`src/rtl/b06_pkg.sv`:
```
// rtl/b06_pkg.sv - shared codes, limits and state type for the b06 event sense stage
//
// Purpose: CC_MUX channel codes, the debounce state enum and the
//          channel-select helper shared by b06_debounce and b06_event_sense.
// Ports:   none (package).
// Config:  B06_EVENT_SENSE_ACKCHK_EN is handled in the files that use it.

package b06_pkg;

  localparam logic [1:0] CC_NONE  = 2'b00;
  localparam logic [1:0] CC_ENIN  = 2'b01;
  localparam logic [1:0] CC_INTR  = 2'b10;
  localparam logic [1:0] CC_ACKIN = 2'b11;

  // Debounce counter width; wide enough for the largest legal DEB_LEN (15).
  localparam int DEB_CNT_W = 4;

  // The MSB of the encoding is the EQL level, so EQL comes straight off a flop.
  typedef enum logic [1:0] {
    IDLE = 2'b00,
    RISE = 2'b01,
    HIGH = 2'b10,
    FALL = 2'b11
  } deb_state_t;

  // req bit order: [0] enin, [1] intr, [2] ackin.
  function automatic logic mux_sel(input logic [1:0] cc, input logic [2:0] req);
    logic s;
    s = 1'b0;
    case (cc)
      CC_ENIN:  s = req[0];
      CC_INTR:  s = req[1];
      CC_ACKIN: s = req[2];
      default:  s = 1'b0;
    endcase
    return s;
  endfunction

endpackage

```
`src/rtl/b06_event_sense_if.sv`:
```
// rtl/b06_event_sense_if.sv - FSM-facing signal bundle of the b06 event sense stage
//
// Purpose: groups the b06 controller <-> sense stage signals.
// Signals: CC_MUX (FSM->sense) channel select, ENABLE_COUNT (FSM->sense)
//          counter enable, ACKOUT (FSM->sense) acknowledge, EQL (sense->FSM)
//          debounced request, CONT_EQL (sense->FSM) terminal-count pulse,
//          CNT (sense->FSM) current count, ERR (sense->FSM, only with
//          B06_EVENT_SENSE_ACKCHK_EN) sticky enable/ack mismatch.
// Modports: master = controller FSM side, slave = sense stage side.

interface b06_event_sense_if #(
  parameter int CNT_W = 4
);

  logic [2:1]       CC_MUX;
  logic             ENABLE_COUNT;
  logic             ACKOUT;
  logic             EQL;
  logic             CONT_EQL;
  logic [CNT_W-1:0] CNT;
`ifdef B06_EVENT_SENSE_ACKCHK_EN
  logic             ERR;
`endif

  modport master (
    output CC_MUX, ENABLE_COUNT, ACKOUT,
    input  EQL, CONT_EQL, CNT
`ifdef B06_EVENT_SENSE_ACKCHK_EN
    , input ERR
`endif
  );

  modport slave (
    input  CC_MUX, ENABLE_COUNT, ACKOUT,
    output EQL, CONT_EQL, CNT
`ifdef B06_EVENT_SENSE_ACKCHK_EN
    , output ERR
`endif
  );

endinterface

```
`src/rtl/b06_debounce.sv`:
```
// rtl/b06_debounce.sv - request synchroniser, channel select and debounce FSM
//
// Purpose: brings the three asynchronous request lines into the clk domain
//          through 2-flop synchronisers, selects one by cc_mux and filters
//          it so that eql only changes after DEB_LEN+1 stable samples.
// Ports:   clk     in  rising-edge clock
//          rst_n   in  asynchronous reset, active-low
//          cc_mux  in  channel select (00 none, 01 enin, 10 intr, 11 ackin)
//          req     in  [0] enin, [1] intr, [2] ackin, asynchronous
//          eql     out registered debounced level of the selected line

module b06_debounce
  import b06_pkg::*;
#(
  parameter int DEB_LEN = 2
) (
  input  logic       clk,
  input  logic       rst_n,
  input  logic [1:0] cc_mux,
  input  logic [2:0] req,
  output logic       eql
);

  localparam logic [DEB_CNT_W-1:0] DEB_LEN_C = DEB_CNT_W'(DEB_LEN);
  localparam logic [DEB_CNT_W-1:0] DEB_ONE   = DEB_CNT_W'(1);

  logic [2:0]           sync1;
  logic [2:0]           sync2;
  logic [1:0]           cc_prev;
  deb_state_t           state;
  deb_state_t           state_nxt;
  logic [DEB_CNT_W-1:0] deb_cnt;
  logic [DEB_CNT_W-1:0] deb_cnt_nxt;
  logic                 sel;
  logic                 mux_chg;

  always_ff @(posedge clk or negedge rst_n) begin
    if (!rst_n) begin
      sync1   <= '0;
      sync2   <= '0;
      cc_prev <= CC_NONE;
      state   <= IDLE;
      deb_cnt <= '0;
    end else begin
      sync1   <= req;
      sync2   <= sync1;
      cc_prev <= cc_mux;
      state   <= state_nxt;
      deb_cnt <= deb_cnt_nxt;
    end
  end

  assign sel     = mux_sel(cc_mux, sync2);
  assign mux_chg = (cc_mux != cc_prev);

  always_comb begin
    state_nxt   = state;
    deb_cnt_nxt = deb_cnt;
    if (mux_chg) begin
      // A new channel restarts any partial debounce from the current settled
      // level; settled levels are kept so EQL cannot glitch on a switch.
      deb_cnt_nxt = '0;
      case (state)
        RISE:    state_nxt = IDLE;
        FALL:    state_nxt = HIGH;
        default: state_nxt = state;
      endcase
    end else begin
      case (state)
        IDLE: begin
          if (sel) begin
            state_nxt   = RISE;
            deb_cnt_nxt = DEB_ONE;
          end
        end
        RISE: begin
          if (!sel) begin
            state_nxt = IDLE;
          end else if (deb_cnt == DEB_LEN_C) begin
            state_nxt = HIGH;
          end else begin
            deb_cnt_nxt = deb_cnt + DEB_ONE;
          end
        end
        HIGH: begin
          if (!sel) begin
            state_nxt   = FALL;
            deb_cnt_nxt = DEB_ONE;
          end
        end
        FALL: begin
          if (sel) begin
            state_nxt = HIGH;
          end else if (deb_cnt == DEB_LEN_C) begin
            state_nxt = IDLE;
          end else begin
            deb_cnt_nxt = deb_cnt + DEB_ONE;
          end
        end
        default: begin
          state_nxt   = IDLE;
          deb_cnt_nxt = '0;
        end
      endcase
    end
  end

  assign eql = (state == HIGH) || (state == FALL);

endmodule

```
`src/rtl/b06_event_sense.sv`:
```
// rtl/b06_event_sense.sv - b06 request sense, debounce and event counter
//
// Purpose: upstream sense stage for the b06 interrupt-handler FSM. Drives
//          EQL from the debounced, CC_MUX-selected request and runs the
//          event counter that returns CONT_EQL at the terminal count.
// Ports:   clk        in  rising-edge clock
//          rst_n      in  asynchronous reset, active-low
//          REQ_ENIN   in  asynchronous enable-in request
//          REQ_INTR   in  asynchronous interrupt request
//          REQ_ACKIN  in  asynchronous acknowledge-in request
//          bus        slave side of b06_event_sense_if (CC_MUX, ENABLE_COUNT,
//                     ACKOUT in; EQL, CONT_EQL, CNT, optional ERR out)
// Config:  B06_EVENT_SENSE_ACKCHK_EN adds the sticky ERR output, set when
//          ENABLE_COUNT != ACKOUT on an edge; ERR freezes the counter.

module b06_event_sense
  import b06_pkg::*;
#(
  parameter int CNT_W   = 4,
  parameter int LIMIT   = 9,
  parameter int DEB_LEN = 2
) (
  input  logic clk,
  input  logic rst_n,
  input  logic REQ_ENIN,
  input  logic REQ_INTR,
  input  logic REQ_ACKIN,
  b06_event_sense_if.slave bus
);

  localparam logic [CNT_W-1:0] LIMIT_C = CNT_W'(LIMIT);
  localparam logic [CNT_W-1:0] CNT_ONE = CNT_W'(1);

  logic [CNT_W-1:0] cnt_q;
  logic             cont_q;
  logic             freeze;

  b06_debounce #(
    .DEB_LEN (DEB_LEN)
  ) u_debounce (
    .clk    (clk),
    .rst_n  (rst_n),
    .cc_mux (bus.CC_MUX),
    .req    ({REQ_ACKIN, REQ_INTR, REQ_ENIN}),
    .eql    (bus.EQL)
  );

`ifdef B06_EVENT_SENSE_ACKCHK_EN
  logic err_q;

  // Sticky: once the FSM's enable and acknowledge disagree, only reset clears it.
  always_ff @(posedge clk or negedge rst_n) begin
    if (!rst_n) begin
      err_q <= 1'b0;
    end else if (bus.ENABLE_COUNT != bus.ACKOUT) begin
      err_q <= 1'b1;
    end
  end

  assign freeze  = err_q;
  assign bus.ERR = err_q;
`else
  logic unused_ackout;

  assign unused_ackout = bus.ACKOUT;
  assign freeze        = 1'b0;
`endif

  // LIMIT bounds the count, so the modulo increment only wraps when
  // LIMIT is the all-ones value.
  always_ff @(posedge clk or negedge rst_n) begin
    if (!rst_n) begin
      cnt_q  <= '0;
      cont_q <= 1'b0;
    end else if (!bus.ENABLE_COUNT || freeze) begin
      cont_q <= 1'b0;
    end else if (cnt_q == LIMIT_C) begin
      cnt_q  <= '0;
      cont_q <= 1'b1;
    end else begin
      cnt_q  <= cnt_q + CNT_ONE;
      cont_q <= 1'b0;
    end
  end

  assign bus.CNT      = cnt_q;
  assign bus.CONT_EQL = cont_q;

endmodule

```
`src/flat_wrapper.sv`:
```
// flat-port wrapper written by rule: the top's interface ports become plain ports
module b06_event_sense_flat import b06_pkg::*;
#(
  parameter int CNT_W   = 4,
  parameter int LIMIT   = 9,
  parameter int DEB_LEN = 2
)
  (clk, rst_n, REQ_ENIN, REQ_INTR, REQ_ACKIN, bus_CC_MUX, bus_ENABLE_COUNT, bus_ACKOUT, bus_EQL, bus_CONT_EQL, bus_CNT);
  b06_event_sense_if #(.CNT_W(CNT_W)) bus_i ();
  input  logic clk;
  input  logic rst_n;
  input  logic REQ_ENIN;
  input  logic REQ_INTR;
  input  logic REQ_ACKIN;
  input wire logic [$bits(bus_i.CC_MUX)-1:0] bus_CC_MUX;
  input wire logic [$bits(bus_i.ENABLE_COUNT)-1:0] bus_ENABLE_COUNT;
  input wire logic [$bits(bus_i.ACKOUT)-1:0] bus_ACKOUT;
  output wire logic [$bits(bus_i.EQL)-1:0] bus_EQL;
  output wire logic [$bits(bus_i.CONT_EQL)-1:0] bus_CONT_EQL;
  output wire logic [$bits(bus_i.CNT)-1:0] bus_CNT;
  assign bus_i.CC_MUX = bus_CC_MUX;
  assign bus_i.ENABLE_COUNT = bus_ENABLE_COUNT;
  assign bus_i.ACKOUT = bus_ACKOUT;
  assign bus_EQL = bus_i.EQL;
  assign bus_CONT_EQL = bus_i.CONT_EQL;
  assign bus_CNT = bus_i.CNT;
  b06_event_sense #(.CNT_W(CNT_W), .LIMIT(LIMIT), .DEB_LEN(DEB_LEN)) u_core (.clk(clk), .rst_n(rst_n), .REQ_ENIN(REQ_ENIN), .REQ_INTR(REQ_INTR), .REQ_ACKIN(REQ_ACKIN), .bus(bus_i));
endmodule
```
`config.mk`:
```
export PLATFORM = sky130hd
export DESIGN_NAME = b06_event_sense_flat
export DESIGN_NICKNAME = d
export VERILOG_FILES = /design/src/rtl/b06_pkg.sv /design/src/rtl/b06_event_sense_if.sv /design/src/rtl/b06_debounce.sv /design/src/rtl/b06_event_sense.sv /design/src/flat_wrapper.sv
export SDC_FILE = /design/constraint.sdc
export NUM_CORES = 1
export LEC_CHECK = 0
export BUFFER_PORTS_ARGS = -buffer_cell sky130_fd_sc_hd__buf_2
export CAP_MARGIN = 20
export CELL_PAD_IN_SITES_DETAIL_PLACEMENT = 1
export CELL_PAD_IN_SITES_GLOBAL_PLACEMENT = 1
export CORE_AREA = 8 8 86 50
export DETAILED_ROUTE_END_ITERATION = 8
export DIE_AREA = 0 0 94 58
export MAX_ROUTING_LAYER = met4
export PLACE_DENSITY = 0.58
export RECOVER_POWER = 25
export SETUP_SLACK_MARGIN = 0.05
export SKIP_CTS_REPAIR_TIMING = 1
export SYNTH_ARGS = -nofsm -noshare
export SYNTH_HDL_FRONTEND = slang
export SYNTH_SLANG_ARGS = --single-unit
```
`constraint.sdc`:
```
create_clock -name clk -period 1.85 [get_ports clk]
set_clock_uncertainty 0.05 [all_clocks]
set_input_delay 0.37 -clock clk [delete_from_list [all_inputs] [get_ports clk]]
set_output_delay 0.37 -clock clk [all_outputs]
set_load 0.02 [all_outputs]
```
==> results of run 1 <==
layer usage:
layer	up-vias	wire, um
met5	-	0
met4	0	27
met3	2	31
met2	7	754
met1	290	932
li1	289	-
final timing paths:
check | from | end | slack, ps
worst max-delay path | u_core.u_debounce.deb_cnt[1] | u_core.u_debounce.deb_cnt[3] | 120
worst min-delay path | REQ_ACKIN | u_core.u_debounce.sync1[2] | 160
worst max register to register | u_core.u_debounce.deb_cnt[1] | u_core.u_debounce.deb_cnt[3] | 120
worst min register to register | u_core.u_debounce.sync1[0] | u_core.u_debounce.sync2[0] | 300
max in group asynchronous | rst_n | u_core.u_debounce.deb_cnt[2] | 900
min in group asynchronous | rst_n | u_core.bus.CNT[2] | 220
flip-flops by register name, summed over array words and instances (netlist names), named ones only:
name and count:
u_core.u_debounce.sync2 3, u_core.bus.CONT_EQL 1, u_core.u_debounce.deb_cnt 4, u_core.u_debounce.sync1 3, u_core.u_debounce.state 1, u_core.u_debounce.cc_prev 2, u_core.bus.CNT 4
worst register-to-register path: cells and delay by family, from the launching register on:
kind / cells / cell delay [ps]
flops: 1 / 410
compound gates: 3 / 680
buf+inv: 1 / 140
fa+ha+maj: 1 / 180
simple gates: 1 / 150
area by class of cell:
type / count / area, um^2
inverter: 1 / 3.75
timing repair buffer: 20 / 115
sequential: 19 / 475
fill: 380 / 2110
multi-input combinational: 49 / 352
clock inverter: 1 / 7.51
clock buffer: 3 / 41.3
tap: 42 / 52.6
where the power goes:
group,internal (W),switching (W),total [W]
clock,0.000152,0.000143,0.000295
combinational,0.000112,0.000161,0.000274
sequential,0.000475,0.0000671,0.000542
total,0.000739,0.000372,0.00111
placed cells by master (no fill, tap or decap), types with 2 or more instances in the layout:
master and count:
buf_2 11, xnor2_1 3, nand2_1 9, nor2_1 5
nor2b_1 2, o21ai_0 3, clkbuf_8 3, a21oi_1 2
buf_4 7, nor3b_1 2, a211oi_1 2, clkbuf_1 2
dfrtp_1 19, nand3_1 3, ha_1 2
logic make-up (layout without fill, tap and decap cells):
group	after synthesis	in the layout	share of synthesized area [%]
compound gates	13	13	12.8
xor+xnor	4	4	4.26
fa+ha+maj	2	2	3.04
buf+inv	2	25	0.911
flops	19	19	57.8
mux	3	3	4.41
simple gates	27	27	16.9
per-stage QoR:
stage / hold slack (ps) / worst slack [ps] / utilization (%)
after floorplan: 24.4 / 148 / -
after global placement: 282 / 21.4 / 30.9
after detailed placement: 287 / -7.89 / 30.9
after CTS: 8.97 / 46.6 / 32.5
after global routing: 149 / 45.0 / 33.2
final: 163 / 121 / 33.2
==> impl_metrics.json, run 1 <==
{
  "hold_path.class": "input port to register",
  "avgSynthCellArea_um2": 11.8,
  "top_usage_layer": "met1",
  "worst_pin_slew_ps": 1040,
  "netlist.area_leader.share_pct": 57.8,
  "die_w_um": 94,
  "die_h_um": 58,
  "synth_cells": 70,
  "synth_edf_count": 0,
  "syn_nets": 81,
  "grt_usage_pct": 7.63,
  "crit_family": "compound AO/OA/AOI/OAI gates",
  "critPathLaunchType": "register",
  "cts.path.max_buffers": 2,
  "setup_viol": 0,
  "cp.depth": 6,
  "fmax_ghz": 0.578,
  "drc": 0,
  "antennaDiodeCount": 0,
  "synth.distinct_cells": 27,
  "drv_slew": 0,
  "synthTopCellsByArea": "dfrtp_1 (58%), nand2_1 (4.1%), xnor2_1 (3.2%)",
  "ys_warn_count": 0,
  "wl_um": 1750,
  "insertion_delay_ps": 250,
  "dp_hpwl_um": 1350,
  "crit_buf_inv": 1,
  "synth_top_cell_by_area": "dfrtp_1",
  "holdPathStages": 1,
  "num_io_pins": 15,
  "dieArea_um2": 5450,
  "place_congestion": 0.741,
  "grtUsageMet3_pct": 1.93,
  "fin_cells": 135,
  "area_delta_synth_final_pct": 27.2,
  "p_per_area_nw_per_um2": 1060,
  "hold_viol_final": 0,
  "async_flop_share_pct": 100,
  "cts_max_level": 1,
  "maxCapViolCount": 0,
  "crit_type": "register to register",
  "cp_data_arrival_time_ps": 1820,
  "worstPathMaxFanout": 6,
  "portBuffers": 13,
  "drt_pass1_iterations": 4,
  "rsz0062_at_grt": "no",
  "antenna_found_initial": 0,
  "power_w": 0.00111,
  "use_met1_pct": 11.3,
  "placement.cell_area_um2": 975,
  "cts_tree": "built",
  "clkSinkCount": 19,
  "vias": 588,
  "p_leak_nw": 0.488,
  "rr_worst_depth": 6,
  "synth_common_cells": "dfrtp_1 (19), nand2_1 (9), nor2_1 (5), o21ai_0 (4)",
  "clk_pin_slew_worst_paths_ps": 80,
  "via_per_inst": 4.36,
  "drive_above_1_share_pct": 32.3,
  "syn-cell-area_um2": 823,
  "final_nets": 105,
  "synth_flop_cell": "dfrtp_1",
  "slowest_delay_ps": 410,
  "final_antenna_net_count": 0,
  "grt_pass1_wl_um": 3150,
  "tns_ps": 0,
  "avgRoutedWirePerCell_um": 12.9,
  "dp.cells": 129,
  "clockRootBuffer": "clkbuf_8",
  "grt_util_met2_pct": 9.42,
  "yosysMostFrequentCell": "dfrtp_1",
  "fp-row-count": 15,
  "final_cell_area_um2": 1050,
  "grt_overflow_total": 0,
  "start_util_pct": 26.1,
  "slew_headroom_pct": 30.8,
  "ir_drop_mv": 0.497,
  "drt_iter0_drc": 9,
  "numCtsBuffers": 3,
  "cp_data_required_time_ps": 1940,
  "crit_path_top_delay_cell": "dfrtp_1",
  "grt_max_degree": 20,
  "core_um2": 3150,
  "ys_seq_elements": 19,
  "period_share_pct": 93.5,
  "fin_crit_ps": 1730,
  "worst_setup_path_end_kind": "register",
  "status": "completed",
  "seq_area_frac_synth_pct": 57.8,
  "cp_cell_sequence": "ha_1, nor3b_2, buf_4, a211oi_4, a21oi_4, a211o_1",
  "grt_pass1_vias": 621
}
No activity file was read; power rests on OpenSTA's default activity.
==> run 2, diff against run 1 <==
Settings changed: BUFFER_PORTS_ARGS -buffer_cell sky130_fd_sc_hd__buf_2 to unset, CTS_BUF_LIST set to sky130_fd_sc_hd__clkbuf_8, DONT_BUFFER_PORTS set to 1, PLACE_DENSITY 0.58 to 0.53.
==> impl_metrics.json, run 2 (synthesized netlist as in run 1, its figures left out) <==
{
  "status": "completed",
  "die_h_um": 58,
  "power_frac_clock_pct": 27.5,
  "grt_overflow_total": 0,
  "fin_cells": 123,
  "fmax_ghz": 0.568,
  "final_cell_mix": "dfrtp_1 (19), nand2_1 (9), buf_4 (7)",
  "numCtsBuffers": 3,
  "vias": 541,
  "tns_ps": 0,
  "cp_data_arrival_time_ps": 1850,
  "dp_hpwl_um": 1340,
  "hold_end": "u_core.u_debounce.cc_prev[0]",
  "pwr-share-comb_pct": 15.1,
  "worstHoldStart": "bus_CC_MUX[0]",
  "holdPathStages": 0,
  "p_leak_nw": 0.445,
  "p_per_area_nw_per_um2": 1060,
  "p_seq_share_pct": 57.4,
  "wl_um": 1860,
  "drt_pass1_iterations": 3,
  "clockRootBuffer": "clkbuf_8",
  "setup_viol": 0,
  "avgRoutedWirePerCell_um": 15.1,
  "p_int_w": 0.000704,
  "nFillCells": 359,
  "crit_path_top_delay_cell": "dfrtp_1",
  "post-place-ws_ps": 49.0,
  "cts_max_level": 1,
  "grt_pass1_wl_um": 3110,
  "fin_crit_ps": 1760,
  "clk_pin_slew_worst_paths_ps": 70,
  "drv_slew": 0,
  "ir_drop_mv": 0.641,
  "die_w_um": 94,
  "portBuffers": 0,
  "grt_pass1_vias": 600,
  "rsz0062_at_grt": "no",
  "rr_startpoint": "u_core.u_debounce.deb_cnt[0]",
  "worst_pin_slew_ps": 870,
  "worstPathMaxFanout": 3,
  "maxCapViolCount": 0,
  "cp_cell_sequence": "inv_2, ha_1, nor3b_2, buf_4, a211oi_4, nand2_1, nor2_1, a211oi_2",
  "area_delta_synth_final_pct": 21.4,
  "place_congestion": 0.687,
  "insertion_delay_ps": 250,
  "worst_setup_path_end_kind": "register",
  "drive_above_1_share_pct": 24.7,
  "worst_slack_ps": 88.9,
  "p_sw_share_pct": 33.8,
  "cts_tree": "built",
  "start_util_pct": 26.1,
  "hold_ws_ps": 87.3,
  "clkSinkCount": 19,
  "fp-row-count": 15,
  "slew_headroom_pct": 41.8,
  "dieArea_um2": 5450,
  "final_nets": 93,
  "core_um2": 3150,
  "critPathLaunchType": "register",
  "dp.cells": 115,
  "hold_viol_final": 0,
  "crit_type": "register to register",
  "period_share_pct": 95.2,
  "grt_max_degree": 20,
  "reg2reg_slack_ps": 90,
  "via_per_inst": 4.40,
  "worst_r2r_endpoint": "u_core.u_debounce.deb_cnt[0]",
  "cts.path.max_buffers": 2,
  "switching_power_w": 0.000359,
  "mostFrequentLayoutCell": "dfrtp_1",
  "drt_iter0_drc": 37,
  "antennaDiodeCount": 0,
  "antenna_found_initial": 0,
  "post-route-util_pct": 31.7,
  "num_io_pins": 15,
  "grt_usage_pct": 7.64,
  "drc": 0,
  "hold_path.class": "input port to register",
  "rr_worst_depth": 8,
  "slowest_delay_ps": 360,
  "final_antenna_net_count": 0,
  "cp_data_required_time_ps": 1940
}
-- run 2: changes by cell type in the layout (fill, tap and decap cells not counted), sizes merged --
cell         previous run  this run
buf                    18         7
clkbuf                  5         3
dlygate4sd3             0         1
-- run 2: worst max-delay path by stage --
| stage | start | slack, ps | to |
|---|---|---|---|
| after floorplan | u_core.u_debounce.deb_cnt[0] | 150 | u_core.u_debounce.deb_cnt[3] |
| after global placement | u_core.u_debounce.deb_cnt[1] | 90 | u_core.u_debounce.deb_cnt[3] |
| after detailed placement | u_core.u_debounce.deb_cnt[0] | 50 | u_core.u_debounce.deb_cnt[3] |
| after CTS | u_core.u_debounce.deb_cnt[0] | 30 | u_core.u_debounce.deb_cnt[3] |
| after global routing | u_core.u_debounce.deb_cnt[0] | 9 | u_core.u_debounce.deb_cnt[0] |
| final | u_core.u_debounce.deb_cnt[0] | 90 | u_core.u_debounce.deb_cnt[0] |
-- run 2: worst max-delay path: cells and delay by family (launching register included) --
family	cells	cell delay, ps
flops	1	360
simple gates	3	490
fa+ha+maj	1	200
compound gates	2	330
buf+inv	2	200
-- run 2: layout make-up --
type                    instances  area, um^2  share of cell area [%]
clock buffers                   3        41.3                    4.13
clock inverters                 1        7.51                   0.751
inverters                       1        3.75                   0.375
multi-input cells              49         357                    35.7
flip-flops and latches         19         475                    47.6
well taps                      42        52.6                    5.26
repair buffers                  8        62.6                    6.26
-- run 2: power groups by stage --
stage,Combinational [W],Clock (W),Sequential (W)
floorplan,0.000114,0,0.000595
global placement,0.000136,0,0.000613
detailed placement,0.000145,0,0.000624
CTS,0.000146,0.000306,0.000615
global route,0.000187,0.000322,0.000629
finish,0.000160,0.000292,0.000611
-- run 2: per-stage QoR --
step	power (W)	cell area, um^2
detailed placement	0.000768	902
CTS	0.00107	951
floorplan	0.000708	823
global placement	0.000750	902
global route	0.00114	1000
finish	0.00106	1000
-- run 2: metal layers --
layer / wire length (um) / vias up / share of wire (%) / track usage (%)
li1: - / 267 / - / -
met4: 12 / 0 / 0.64 / 2.01
met5: 0 / - / 0 / -
met1: 930 / 262 / 50 / 9.58
met3: 72 / 2 / 3.9 / 2.96
met2: 847 / 10 / 45 / 11.2
